--- src/rtl/shader_pkg.sv ---
// Opcode definitions shared by the issue queue and the shader core.
package shader_pkg;

   typedef enum logic [1:0] {
      OPC_ADD = 2'd0,
      OPC_SUB = 2'd1,
      OPC_MUL = 2'd2,
      OPC_MAC = 2'd3
   } opc_e;

   // Callers zero-extend their opcode field to 32 bits.
   function automatic logic is_legal_opcode(input logic [31:0] op);
      return op <= 32'(OPC_MAC);
   endfunction

endpackage

--- src/rtl/shader_issue_queue_if.sv ---
// Upstream packet channel plus the instruction/data issue channels.
interface shader_issue_queue_if #(
   parameter int WIDTH    = 32,
   parameter int LANES    = 4,
   parameter int OPCODE_W = 4
);
   localparam int VEC_W = WIDTH * LANES;

   logic                in_valid;
   logic                in_ready;
   logic [OPCODE_W-1:0] in_opcode;
   logic                in_is_vector;
   logic [WIDTH-1:0]    in_a_s, in_b_s, in_c_s;
   logic [VEC_W-1:0]    in_a_v, in_b_v, in_c_v;

   logic                instr_valid;
   logic                instr_ready;
   logic [OPCODE_W-1:0] instr_opcode;
   logic                instr_is_vector;

   logic                data_valid;
   logic                data_ready;
   logic [WIDTH-1:0]    data_a_s, data_b_s, data_c_s;
   logic [VEC_W-1:0]    data_a_v, data_b_v, data_c_v;

   modport master (
      output in_valid, in_opcode, in_is_vector, in_a_s, in_b_s, in_c_s,
             in_a_v, in_b_v, in_c_v, instr_ready, data_ready,
      input  in_ready, instr_valid, instr_opcode, instr_is_vector,
             data_valid, data_a_s, data_b_s, data_c_s, data_a_v, data_b_v, data_c_v
   );

   modport slave (
      input  in_valid, in_opcode, in_is_vector, in_a_s, in_b_s, in_c_s,
             in_a_v, in_b_v, in_c_v, instr_ready, data_ready,
      output in_ready, instr_valid, instr_opcode, instr_is_vector,
             data_valid, data_a_s, data_b_s, data_c_s, data_a_v, data_b_v, data_c_v
   );

endinterface

--- src/rtl/shader_issue_queue_fifo.sv ---
// Generic DEPTH x W registered FIFO; flush clears pointers and count, storage is not reset.
module shader_fifo #(
   parameter int DEPTH = 4,
   parameter int W     = 8
) (
   input  logic                   clk,
   input  logic                   rst_n,
   input  logic                   flush,
   input  logic                   push,
   input  logic                   pop,
   input  logic [W-1:0]           wdata,
   output logic [W-1:0]           rdata,
   output logic [$clog2(DEPTH):0] count
);
   localparam int PTR_W = $clog2(DEPTH);
   localparam int CNT_W = PTR_W + 1;

   logic [PTR_W-1:0] wr_ptr_q, wr_ptr_d, rd_ptr_q, rd_ptr_d;
   logic [CNT_W-1:0] count_q, count_d;
   logic [W-1:0]     mem_q [DEPTH];
   logic [W-1:0]     mem_d [DEPTH];
   logic             do_push, do_pop;

   always_comb begin
      do_push  = push && !flush && (count_q != CNT_W'(DEPTH));
      do_pop   = pop && !flush && (count_q != '0);
      wr_ptr_d = wr_ptr_q;
      rd_ptr_d = rd_ptr_q;
      count_d  = count_q;
      mem_d    = mem_q;
      if (flush) begin
         wr_ptr_d = '0;
         rd_ptr_d = '0;
         count_d  = '0;
      end else begin
         if (do_push) begin
            mem_d[wr_ptr_q] = wdata;
            wr_ptr_d        = wr_ptr_q + PTR_W'(1);
         end
         if (do_pop) rd_ptr_d = rd_ptr_q + PTR_W'(1);
         count_d = count_q + CNT_W'(do_push) - CNT_W'(do_pop);
      end
   end

   always_ff @(posedge clk or negedge rst_n) begin
      if (!rst_n) begin
         wr_ptr_q <= '0;
         rd_ptr_q <= '0;
         count_q  <= '0;
      end else begin
         wr_ptr_q <= wr_ptr_d;
         rd_ptr_q <= rd_ptr_d;
         count_q  <= count_d;
      end
   end

   always_ff @(posedge clk) mem_q <= mem_d;

   assign rdata = mem_q[rd_ptr_q];
   assign count = count_q;

endmodule

--- src/rtl/shader_issue_queue.sv ---
// Issue queue: drops illegal opcodes, buffers legal packets, issues head on both channels at once.
module shader_issue_queue
   import shader_pkg::*;
#(
   parameter int WIDTH    = 32,
   parameter int LANES    = 4,
   parameter int OPCODE_W = 4,
   parameter int DEPTH    = 4
) (
   input  logic                   clk,
   input  logic                   rst_n,
   input  logic                   flush,
   shader_issue_queue_if.slave    bus,
   output logic [$clog2(DEPTH):0] count,
   output logic                   err_illegal,
   output logic [7:0]             drop_cnt
);
   localparam int VEC_W = WIDTH * LANES;
   localparam int CNT_W = $clog2(DEPTH) + 1;
   localparam int PAY_W = OPCODE_W + 1 + 3 * WIDTH + 3 * VEC_W;

   logic             init_q, init_d;
   logic             err_q, err_d;
   logic [7:0]       drop_q, drop_d;
   logic             legal, accept, push, pop, full;
   logic [PAY_W-1:0] wdata, rdata;

   assign full  = (count == CNT_W'(DEPTH));
   assign legal = is_legal_opcode(32'(bus.in_opcode));

   // init_q keeps in_ready low through reset and releases it on the first edge after.
   assign bus.in_ready = init_q && !full && !flush;
   assign accept       = bus.in_valid && bus.in_ready;
   assign push         = accept && legal;
   assign pop          = (count != '0) && bus.instr_ready && bus.data_ready;

   assign bus.instr_valid = (count != '0);
   assign bus.data_valid  = (count != '0);

   assign wdata = {bus.in_opcode, bus.in_is_vector, bus.in_a_s, bus.in_b_s, bus.in_c_s,
                   bus.in_a_v, bus.in_b_v, bus.in_c_v};
   assign {bus.instr_opcode, bus.instr_is_vector, bus.data_a_s, bus.data_b_s, bus.data_c_s,
           bus.data_a_v, bus.data_b_v, bus.data_c_v} = rdata;

   always_comb begin
      init_d = 1'b1;
      err_d  = err_q;
      drop_d = drop_q;
      if (accept && !legal) begin
         err_d = 1'b1;
         if (drop_q != 8'hFF) drop_d = drop_q + 8'd1;
      end
   end

   always_ff @(posedge clk or negedge rst_n) begin
      if (!rst_n) begin
         init_q <= 1'b0;
         err_q  <= 1'b0;
         drop_q <= '0;
      end else begin
         init_q <= init_d;
         err_q  <= err_d;
         drop_q <= drop_d;
      end
   end

   assign err_illegal = err_q;
   assign drop_cnt    = drop_q;

   shader_fifo #(
      .DEPTH (DEPTH),
      .W     (PAY_W)
   ) u_fifo (
      .clk   (clk),
      .rst_n (rst_n),
      .flush (flush),
      .push  (push),
      .pop   (pop),
      .wdata (wdata),
      .rdata (rdata),
      .count (count)
   );

endmodule
--- src/flat_wrapper.sv ---
// flat-port wrapper written by rule: the top's interface ports become plain ports
module shader_issue_queue_flat import shader_pkg::*;
#(
   parameter int WIDTH    = 32,
   parameter int LANES    = 4,
   parameter int OPCODE_W = 4,
   parameter int DEPTH    = 4
)
  (clk, rst_n, flush, count, err_illegal, drop_cnt, bus_in_valid, bus_in_opcode, bus_in_is_vector, bus_in_a_s, bus_in_b_s, bus_in_c_s, bus_in_a_v, bus_in_b_v, bus_in_c_v, bus_instr_ready, bus_data_ready, bus_in_ready, bus_instr_valid, bus_instr_opcode, bus_instr_is_vector, bus_data_valid, bus_data_a_s, bus_data_b_s, bus_data_c_s, bus_data_a_v, bus_data_b_v, bus_data_c_v);
  shader_issue_queue_if #(.WIDTH(WIDTH), .LANES(LANES), .OPCODE_W(OPCODE_W)) bus_i ();
  input  logic clk;
  input  logic rst_n;
  input  logic flush;
  output logic [$clog2(DEPTH):0] count;
  output logic err_illegal;
  output logic [7:0] drop_cnt;
  input wire logic [$bits(bus_i.in_valid)-1:0] bus_in_valid;
  input wire logic [$bits(bus_i.in_opcode)-1:0] bus_in_opcode;
  input wire logic [$bits(bus_i.in_is_vector)-1:0] bus_in_is_vector;
  input wire logic [$bits(bus_i.in_a_s)-1:0] bus_in_a_s;
  input wire logic [$bits(bus_i.in_b_s)-1:0] bus_in_b_s;
  input wire logic [$bits(bus_i.in_c_s)-1:0] bus_in_c_s;
  input wire logic [$bits(bus_i.in_a_v)-1:0] bus_in_a_v;
  input wire logic [$bits(bus_i.in_b_v)-1:0] bus_in_b_v;
  input wire logic [$bits(bus_i.in_c_v)-1:0] bus_in_c_v;
  input wire logic [$bits(bus_i.instr_ready)-1:0] bus_instr_ready;
  input wire logic [$bits(bus_i.data_ready)-1:0] bus_data_ready;
  output wire logic [$bits(bus_i.in_ready)-1:0] bus_in_ready;
  output wire logic [$bits(bus_i.instr_valid)-1:0] bus_instr_valid;
  output wire logic [$bits(bus_i.instr_opcode)-1:0] bus_instr_opcode;
  output wire logic [$bits(bus_i.instr_is_vector)-1:0] bus_instr_is_vector;
  output wire logic [$bits(bus_i.data_valid)-1:0] bus_data_valid;
  output wire logic [$bits(bus_i.data_a_s)-1:0] bus_data_a_s;
  output wire logic [$bits(bus_i.data_b_s)-1:0] bus_data_b_s;
  output wire logic [$bits(bus_i.data_c_s)-1:0] bus_data_c_s;
  output wire logic [$bits(bus_i.data_a_v)-1:0] bus_data_a_v;
  output wire logic [$bits(bus_i.data_b_v)-1:0] bus_data_b_v;
  output wire logic [$bits(bus_i.data_c_v)-1:0] bus_data_c_v;
  assign bus_i.in_valid = bus_in_valid;
  assign bus_i.in_opcode = bus_in_opcode;
  assign bus_i.in_is_vector = bus_in_is_vector;
  assign bus_i.in_a_s = bus_in_a_s;
  assign bus_i.in_b_s = bus_in_b_s;
  assign bus_i.in_c_s = bus_in_c_s;
  assign bus_i.in_a_v = bus_in_a_v;
  assign bus_i.in_b_v = bus_in_b_v;
  assign bus_i.in_c_v = bus_in_c_v;
  assign bus_i.instr_ready = bus_instr_ready;
  assign bus_i.data_ready = bus_data_ready;
  assign bus_in_ready = bus_i.in_ready;
  assign bus_instr_valid = bus_i.instr_valid;
  assign bus_instr_opcode = bus_i.instr_opcode;
  assign bus_instr_is_vector = bus_i.instr_is_vector;
  assign bus_data_valid = bus_i.data_valid;
  assign bus_data_a_s = bus_i.data_a_s;
  assign bus_data_b_s = bus_i.data_b_s;
  assign bus_data_c_s = bus_i.data_c_s;
  assign bus_data_a_v = bus_i.data_a_v;
  assign bus_data_b_v = bus_i.data_b_v;
  assign bus_data_c_v = bus_i.data_c_v;
  shader_issue_queue #(.WIDTH(WIDTH), .LANES(LANES), .OPCODE_W(OPCODE_W), .DEPTH(DEPTH)) u_core (.clk(clk), .rst_n(rst_n), .flush(flush), .bus(bus_i), .count(count), .err_illegal(err_illegal), .drop_cnt(drop_cnt));
endmodule
--- config.mk ---
export PLATFORM = sky130hd
export DESIGN_NAME = shader_issue_queue_flat
export DESIGN_NICKNAME = d
export VERILOG_FILES = /design/src/rtl/shader_pkg.sv /design/src/rtl/shader_issue_queue_if.sv /design/src/rtl/shader_issue_queue_fifo.sv /design/src/rtl/shader_issue_queue.sv /design/src/flat_wrapper.sv
export SDC_FILE = /design/constraint.sdc
export NUM_CORES = 1
export LEC_CHECK = 0
export ABC_AREA = 1
export CORE_UTILIZATION = 40
export DETAILED_ROUTE_END_ITERATION = 10
export PLACE_DENSITY_LB_ADDON = 0.15
export SLEW_MARGIN = 10
export SYNTH_ARGS = -nofsm -noshare
export SYNTH_HDL_FRONTEND = slang
export SYNTH_SLANG_ARGS = --single-unit
--- constraint.sdc ---
create_clock -name clk -period 22 [get_ports clk]
set_input_delay 5.5 -clock clk [delete_from_list [all_inputs] [get_ports clk]]
set_output_delay 5.5 -clock clk [all_outputs]
set_load 0.05 [all_outputs]
# [Yosys cells after proc, flatten, opt, wreduce, memory -nomap -nowiden]
# Cells that the tools add are included.
[totals] regBits=1957 inputBits=491 out_inout_bits=500 wordCells=56
[classes] addsub=5 magnitude_cmp=4 eq_ne=3 muxes=11 bitwise=3 reduce_logical=20
[ops] operator="1940-bit bitwise mux" count=1
[ops] operator="485-bit 2-to-1 mux" count=3
[ops] operator="485-bit binary-select mux with 2-bit select" count=1
[ops] operator="485-bit demux with 2-bit select" count=1
[ops] operator="1-bit logical AND" count=12
[ops] operator="8-bit by 1-bit adder with 8-bit output (second input constant)" count=1
[ops] operator="2-bit 2-to-1 mux" count=4
[ops] operator="8-bit != test (second input constant)" count=1
[ops] operator="3-bit greater-or-equal comparator (second input constant)" count=2
[ops] operator="2-bit inverter with 3-bit output" count=2
[ops] operator="2-bit by 1-bit adder with 2-bit output (second input constant)" count=2
[ops] operator="4-bit by 2-bit <= comparator with 1-bit output (second input constant)" count=1
[ops] operator="2-bit AND reduction" count=2
[ops] operator="2-bit nonzero test" count=2
[ops] operator="3-bit by 1-bit adder with 3-bit output" count=1
[ops] operator="3-bit == test (second input constant)" count=1
[ops] operator="1-bit logical NOT" count=3
[ops] operator="3-bit by 1-bit less-than comparator with 1-bit output (second input constant)" count=1
[ops] operator="3-bit 2-to-1 mux" count=1
[ops] operator="3-bit != test (second input constant)" count=1
[ops] operator="3-bit nonzero test" count=1
[ops] operator="3-bit by 1-bit subtractor with 3-bit output" count=1
[ops] operator="1-bit inverter" count=1

# [Depth between registers and ports, before layout]
# Gate-level depths: netlist of the first run.
[logic_depth] word_depth=11 ltp_mapped=11 depth_no_buf=11

# [Hierarchy]
# From an unflattened synthesis of the first run, not the netlist that was laid out.
[unflattened] cells_unflattened=5328 area_unflattened_um2=73888.4
[modules_own_cells] mod="shader_fifo" n_inst=1 cells_each=5237 area_per_inst_um2=73225.2 seq_area_each_um2=58431.0
[modules_own_cells] mod="shader_issue_queue" n_inst=1 cells_each=91 area_per_inst_um2=663.1 seq_area_each_um2=250.2

# [Worst setup path after synthesis of the first run]
# OpenSTA, ideal clock, no wires.
[synth_timing] path_type="input -> register" start="in flush" end="reg u_core.u_fifo.mem_q[0] (netlist bit) (enable)" setup_time_ps=1347 t_arrival_ps=26106 t_required_ps=20653 setup_slack_ps=-5452 cell_stages=3 path_buffers=0 cell_sequence="nor2_1 -> nand4_1 -> nor2_1"
[synth_between] elab_chain_cells=7 elab_cells_between_ends=8 cone_classes="bitwise (1); reduce/logical (7)"
[synth_lines] element="from (decl)" line_no="flat_wrapper.sv:13" source="input logic flush;"
[synth_lines] element="1-bit logical NOT" line_no="shader_issue_queue_fifo.sv:25, shader_issue_queue.sv:32"
[synth_lines] element="1-bit logical AND" line_no="shader_issue_queue.sv:32" source="assign bus.in_ready = init_q && !full && !flush;"
[synth_lines] element="1-bit logical AND" line_no="shader_issue_queue.sv:33" source="assign accept = bus.in_valid && bus.in_ready;"
[synth_lines] element="1-bit logical AND" line_no="shader_issue_queue.sv:34" source="assign push = accept && legal;"
[synth_lines] element="1-bit logical AND (2 in a row)" line_no="shader_issue_queue_fifo.sv:25" source="do_push = push && !flush && (count_q != CNT_W'(DEPTH));"
[synth_lines] element="2-bit AND reduction (no source line) *"
[synth_lines] element="to (signal assigned)" line_no="shader_issue_queue_fifo.sv:57" source="always_ff @(posedge clk) mem_q <= mem_d;"
[synth_lines] element="to (decl)" line_no="shader_issue_queue_fifo.sv:20" source="logic [W-1:0] mem_q [DEPTH];"
# Every way passes the cells marked *; elsewhere a longest branch is shown, timed or not.
# A chain may end at the register's enable or synchronous reset.

# [Worst setup path after layout of the first run]
[layout_timing] start="in flush" end="out bus_in_ready"
[layout_between] elab_chain_cells=2
[layout_lines] element="1-bit logical NOT" line_no="shader_issue_queue.sv:32"
[layout_lines] element="1-bit logical AND" line_no="shader_issue_queue.sv:32"
[layout_lines] element="to (decl)" line_no="flat_wrapper.sv:28" source="output wire logic [$bits(bus_i.in_ready)-1:0] bus_in_ready;"
# Every way passes these cells.

==> metrics.txt, run 1 <==
outcome=finished, final reports clean; hold buffer count at cts=0; FF-to-FF End=u_core.u_fifo.mem_q[732]; total of max-cap violations=0; Worst-Skew Late Latency=0.84 ns; Synth Register Bits=1957; DRT antenna net count=0; fmax=0.08027 GHz; critical path required time=16.50 ns; CP Depth=3; largest area contributor in the synthesized netlist=edfxtp_1; H-tree levels=4; DP Area=84290 µm²; CTS tree=done; DR vias/cell=5.195; Post-synth EDFFs=1940; Worst-Margin Slew=1.163 ns; drt wl/cell=23.47 µm; synth warn=0; Tmin final=12.46 ns; mapped cell area=72320 µm²; Pwr Density=85.79 nW/µm²; Main synth FF type=edfxtp_1; Worst Setup Start Kind=input pin; crit path DAT=6.96 ns; Die Area=182500 µm²; GRT overflow=0; DRC violations left=0; Site Rows=155; largest net degree at the start of global routing=212; fin crit share=0.5663; Synth area leaders=edfxtp_1 81%, o21ai_0 6.7%, nor2_1 5.1%; vias in the first global route=40990; most common cell in the netlist=edfxtp_1; post-CTS setup repair buffer count=0; Slowest cell on crit path=clkdlybuf4s50_1; final core occ=0.5070; DRT iter0 DRCs=2936; first-pass GRT wire length=276600 µm; Top Ports=991; worst r2r path cells=7; Cells after Synth=4825; Place WS=9.550 ns; Pleak=29.54 nW; Slowest Stage Delay on Critical Path=0.81 ns; capture point of the worst path=bus_in_ready; worst setup path startpoint=flush; Global Route Usage Sum=0.2050; Crit path max-delay family=buffers and inverters; die extent in y=427.2 µm; RSZ-0062 raised after global routing=false; Rel. slew slack=0.2248; final WL=195000 µm; 1st-pass router iterations=5; Worst-path clk slew=0.05 ns; setup TNS=0 ns; Final Max Slew Viols=0; Clock Sinks=1957; core area=179000 µm²; final setup fails=0; CP dominant cell by count=clkdlybuf4s50_1; NumNets Final=6244; Initial Util=0.4040; crit end category=output pin; design area=90750 µm²; post-cts sizing count=0; CTS Root Cell=clkbuf_16; Critical R2R Launch=u_core.u_fifo.count[1]; worst reg-to-reg setup slack=16.81 ns; worst path bufs/invs=2; PortBufs=990; Final Hold Fails=0; DPL Wire Length=110900 µm; Worst Hold Class=register to register; Syn Nets=5324; Max Root-Sink Buffers=3; final worst setup slack=9.542 ns; Crit Path Max Fanout=6; worst vdd ir=0.06469 mV; Final Skew=0.03162 ns; Area Overhead vs Synth=25.49%; routability cong.=0.7998; share of the synthesized area in the top cell type=0.8056; CTS buffer count=202; sequential area share after synthesis=0.8114; antenna violations before repair=75; post-synth cell types=26; Post-synth top cells=1940 x edfxtp_1, 985 x nor2_1, 973 x o21ai_0; share of cells above drive strength 1=0.05760; cell chain of the critical path=clkdlybuf4s50_1 > nor2_1 > clkdlybuf4s50_1; Mean Syn Cell Area=14.99 µm²; vias=43170; Post-synth ARST share=0.008687; critical path type=input pin to output pin; die width=427.2 µm
==> area by class of cell <==
type	count	area [µm²]
Timing Repair Buffer	1040	10450
Antenna cell	36	90.09
Multi-Input combinational cell	2515	12080
Clock buffer	257	5378
Fill cell	15100	88250
Sequential cell	1957	58690
Tap cell	2355	2947
Inverter	29	132.6
Clock inverter	122	991.0
==> placed cells by master (no fill, tap or decap), types with 12 or more instances in the layout <==
cell type,instances
nand2_1,31
o21ai_0,973
buf_4,37
clkbuf_1,49
clkinv_1,50
edfxtp_1,1940
diode_2,36
nor2_1,981
o22ai_1,485
dfrtp_1,15
buf_12,13
clkbuf_16,207
inv_1,27
clkinv_2,50
clkdlybuf4s50_1,990
bufinv_16,12
==> stage by stage <==
step                      total power (W)  hold WS (ns)  cells
after floorplan                  0.004384        0.5156   4825
after global placement           0.004583        0.4788   7896
after detailed placement         0.004588        0.4870   7896
after CTS                        0.007864        0.5004   8275
after global routing             0.008016        0.5254   8303
final                            0.007786        0.4992   8311
==> registers in the layout (all words and copies together), names as in the netlist <==
name / flops
u_core.u_fifo.count: 3
u_core.u_fifo.rd_ptr_q: 2
u_core.u_fifo.mem_q: 1940
u_core.u_fifo.wr_ptr_q: 2
u_core.init_q: 1
u_core.err_illegal: 1
u_core.drop_cnt: 8
==> report_power, final <==
part           internal [W]  leakage [nW]  switching, W  total (W)
Combinational      0.000148          8.77      0.000245   0.000392
Sequential          0.00411          17.6    0.00000417    0.00412
Clock               0.00187          3.14       0.00141    0.00328
==> how the worst min path moves through the flow <==
stage,from,to,slack (ns),depth (start not counted)
detailed placement,u_core.err_illegal,u_core.err_illegal,0.49,2
floorplan,u_core.u_fifo.wr_ptr_q[0],u_core.u_fifo.wr_ptr_q[0],0.52,1
CTS,u_core.err_illegal,u_core.err_illegal,0.50,2
global route,u_core.err_illegal,u_core.err_illegal,0.53,2
global placement,u_core.err_illegal,u_core.err_illegal,0.48,2
finish,u_core.err_illegal,u_core.err_illegal,0.50,2
==> cells by family (layout without fill, tap and decap cells) <==
logic type,count (synthesis),after routing,synth area share
AOI/OAI and AO/OA,1467,1467,0.1102
xor gates and xnor gates,6,6,0.0007267
and+or+nand+nor,1033,1033,0.05414
other,1,37,0.00005186
DFF,1957,1957,0.8114
buffers and inverters,353,1448,0.02196
adders and majority gates,8,8,0.001488
==> layer usage <==
metal | GRT usage | share of wire
met5 | 0 | 0.0019
met3 | 0.06777 | 0.074
met1 | 0.2477 | 0.40
met4 | 0.1023 | 0.043
met2 | 0.3285 | 0.48
==> tightest hold or removal path: stages (launching register included) <==
cell and delay [ns]:
dfrtp_1 0.36, inv_1 0.04, nand2_1 0.06
No activity file was read; power rests on OpenSTA's default activity.
==> run 2: changes to the inputs <==
- clock period: 22 -> 12.3 ns (I/O delays scaled with it)
==> metrics.txt, run 2 (synthesis gave the netlist of run 1 again) <==
outcome=finished, final reports clean (unchanged); vias=43190 (was 43170); crit path DAT=5.02 ns (was 6.96 ns); DRC violations left=0 (unchanged); CP dominant cell by count=buf_4 (was clkdlybuf4s50_1); Area Overhead vs Synth=25.34% (was 25.49%); drt wl/cell=23.51 µm (was 23.47 µm); final worst setup slack=4.206 ns (was 9.542 ns); CTS tree=done (unchanged); Top Ports=991 (unchanged); 1st-pass router iterations=6 (was 5); crit end category=output pin (unchanged); CTS buffer count=200 (was 202); worst path bufs/invs=3 (was 2); Slowest cell on crit path=dfrtp_4 (was clkdlybuf4s50_1); GRT overflow=0 (unchanged); Pleak=29.43 nW (was 29.54 nW); logic gate share of total power=0.051 (was 0.050); clock power share=0.417 (was 0.421); Sw Pwr=0.002946 W (was 0.001657 W); total of max-cap violations=0 (unchanged); DRT antenna net count=0 (unchanged); DP Area=84320 µm² (was 84290 µm²); Final Skew=0.02663 ns (was 0.03162 ns); fin crit share=0.6580; post-cts sizing count=0 (unchanged); Slowest Stage Delay on Critical Path=1.07 ns (was 0.81 ns); antenna violations before repair=81 (was 75); NumNets Final=6241 (was 6244); cell chain of the critical path=buf_4 > buf_4 > o21ai_0 > o22ai_1 > clkdlybuf4s50_1 (was clkdlybuf4s50_1 > nor2_1 > clkdlybuf4s50_1); Place WS=4.680 ns (was 9.550 ns); Initial Util=0.4040 (unchanged); share of cells above drive strength 1=0.05415 (was 0.05760); DRT iter0 DRCs=3154 (was 2936); die width=427.2 µm (unchanged); Rel. slew slack=0.1591 (was 0.2248); CTS Root Cell=clkbuf_16 (unchanged); die extent in y=427.2 µm (unchanged); worst vdd ir=0.1282 mV (was 0.06469 mV); Worst Hold Class=register to register (unchanged); most frequent cells in the layout=1940 x edfxtp_1, 990 x clkdlybuf4s50_1, 981 x nor2_1 (unchanged); vias in the first global route=40870 (was 40990); largest net degree at the start of global routing=265 (was 212); Site Rows=155 (unchanged); Tmin final=8.094 ns; Clock Sinks=1957 (unchanged); Die Area=182500 µm² (unchanged); critical path required time=9.22 ns (was 16.50 ns); final WL=195300 µm (was 195000 µm); H-tree levels=4 (unchanged); Worst-path clk slew=0.06 ns (was 0.05 ns); PortBufs=990 (unchanged); Worst-Margin Slew=1.261 ns (was 1.163 ns); Largest register FFs=1940 (unchanged); Final Max Slew Viols=0 (unchanged); DPL Wire Length=111400 µm (was 110900 µm); DR vias/cell=5.200 (was 5.195); fmax=0.1236 GHz; Worst Setup Start Kind=register (was input pin); RSZ-0062 raised after global routing=false (unchanged); most common cell after layout, fill and taps aside=edfxtp_1 (unchanged); design area=90640 µm² (was 90750 µm²); Final Hold Fails=0 (unchanged); Sw Ratio=0.2131 (was 0.2128); Flop pwr share=0.533 (was 0.529); Top reg by flops=u_core.u_fifo.mem_q (unchanged); Worst-Skew Late Latency=0.85 ns (was 0.84 ns); Crit Path Max Fanout=104 (was 6); Crit path max-delay family=buffers and inverters (unchanged); worst hold slack=0.4785 ns (was 0.4992 ns); Pwr Density=152.5 nW/µm² (was 85.79 nW/µm²); Max Root-Sink Buffers=3 (unchanged); final setup fails=0 (unchanged); hold buffer count at cts=0 (unchanged); internal cell power=0.01088 W (was 0.006129 W); routability cong.=0.7919 (was 0.7998); core area=179000 µm² (unchanged); critical path type=register to output pin (was input pin to output pin); post-CTS setup repair buffer count=0 (unchanged); final core occ=0.5064 (was 0.5070); first-pass GRT wire length=276600 µm (about the same); Global Route Usage Sum=0.2052 (was 0.2050)
[run 2: changes by cell type in the layout (fill, tap and decap cells not counted), moves of 4 or more]
| cell | previous run | this run |
|---|---|---|
| clkinv_2 | 50 | 28 |
| clkinv_1 | 50 | 58 |
| diode_2 | 36 | 41 |
| buf_4 | 37 | 33 |
| clkbuf_16 | 207 | 203 |
[run 2: final timing paths]
path,from,endpoint,slack (ns),cells past startpoint
worst max-delay path,u_core.u_fifo.rd_ptr_q[0],bus_data_b_v[85],4.21,5
worst min-delay path,u_core.err_illegal,u_core.err_illegal,0.48,2
max in group asynchronous,rst_n,u_core.u_fifo.rd_ptr_q[1],8.81,1
worst max register to register,u_core.u_fifo.count[1],u_core.u_fifo.mem_q[1655],9.17,7
min in group asynchronous,rst_n,u_core.u_fifo.rd_ptr_q[0],2.78,1
worst min register to register,u_core.err_illegal,u_core.err_illegal,0.48,2
[run 2: metrics by stage]
step           total power (W)  TNS (ns)  std cells
2_1_floorplan         0.007832  -8706.64       4825
3_3_place_gp          0.008198         0       7895
3_5_place_dp          0.008205         0       7895
4_1_cts                0.01398         0       8265
5_1_grt                0.01426         0       8298
6_report               0.01382         0       8306
[run 2: worst reg2reg max path: stages, from the launching register on]
cell and delay (ns):
dfrtp_1 0.45, nor2_1 0.09, nand2_1 0.11, nand4_1 0.10, buf_4 0.22, nor2_4 0.17
buf_4 0.68, buf_4 0.83
[run 2: area by class of cell]
cell class / instances / area (µm²)
Antenna cell: 41 / 102.6
Tap cell: 2355 / 2947
Sequential cell: 1957 / 58690
Timing Repair Buffer: 1039 / 10480
Clock inverter: 112 / 900.9
Inverter: 29 / 132.6
Clock buffer: 258 / 5316
Multi-Input combinational cell: 2515 / 12080
Fill cell: 15060 / 88360
[run 2: per-layer routing]
layer,track usage,part of all wire,vias to the layer above
met1,0.2393,0.38,21370
met4,0.1066,0.047,52
met3,0.07178,0.079,379
li1,-,-,20220
met2,0.3334,0.49,1173
met5,0,0.0017,-
[run 2: power by group through the flow]
stage | clock [W] | sequential [W] | combinational (W)
after floorplan | 0 | 0.00752 | 0.000314
after global placement | 0 | 0.00750 | 0.000694
after detailed placement | 0 | 0.00750 | 0.000702
after CTS | 0.00591 | 0.00736 | 0.000705
after global routing | 0.00616 | 0.00736 | 0.000738
final | 0.00576 | 0.00736 | 0.000700
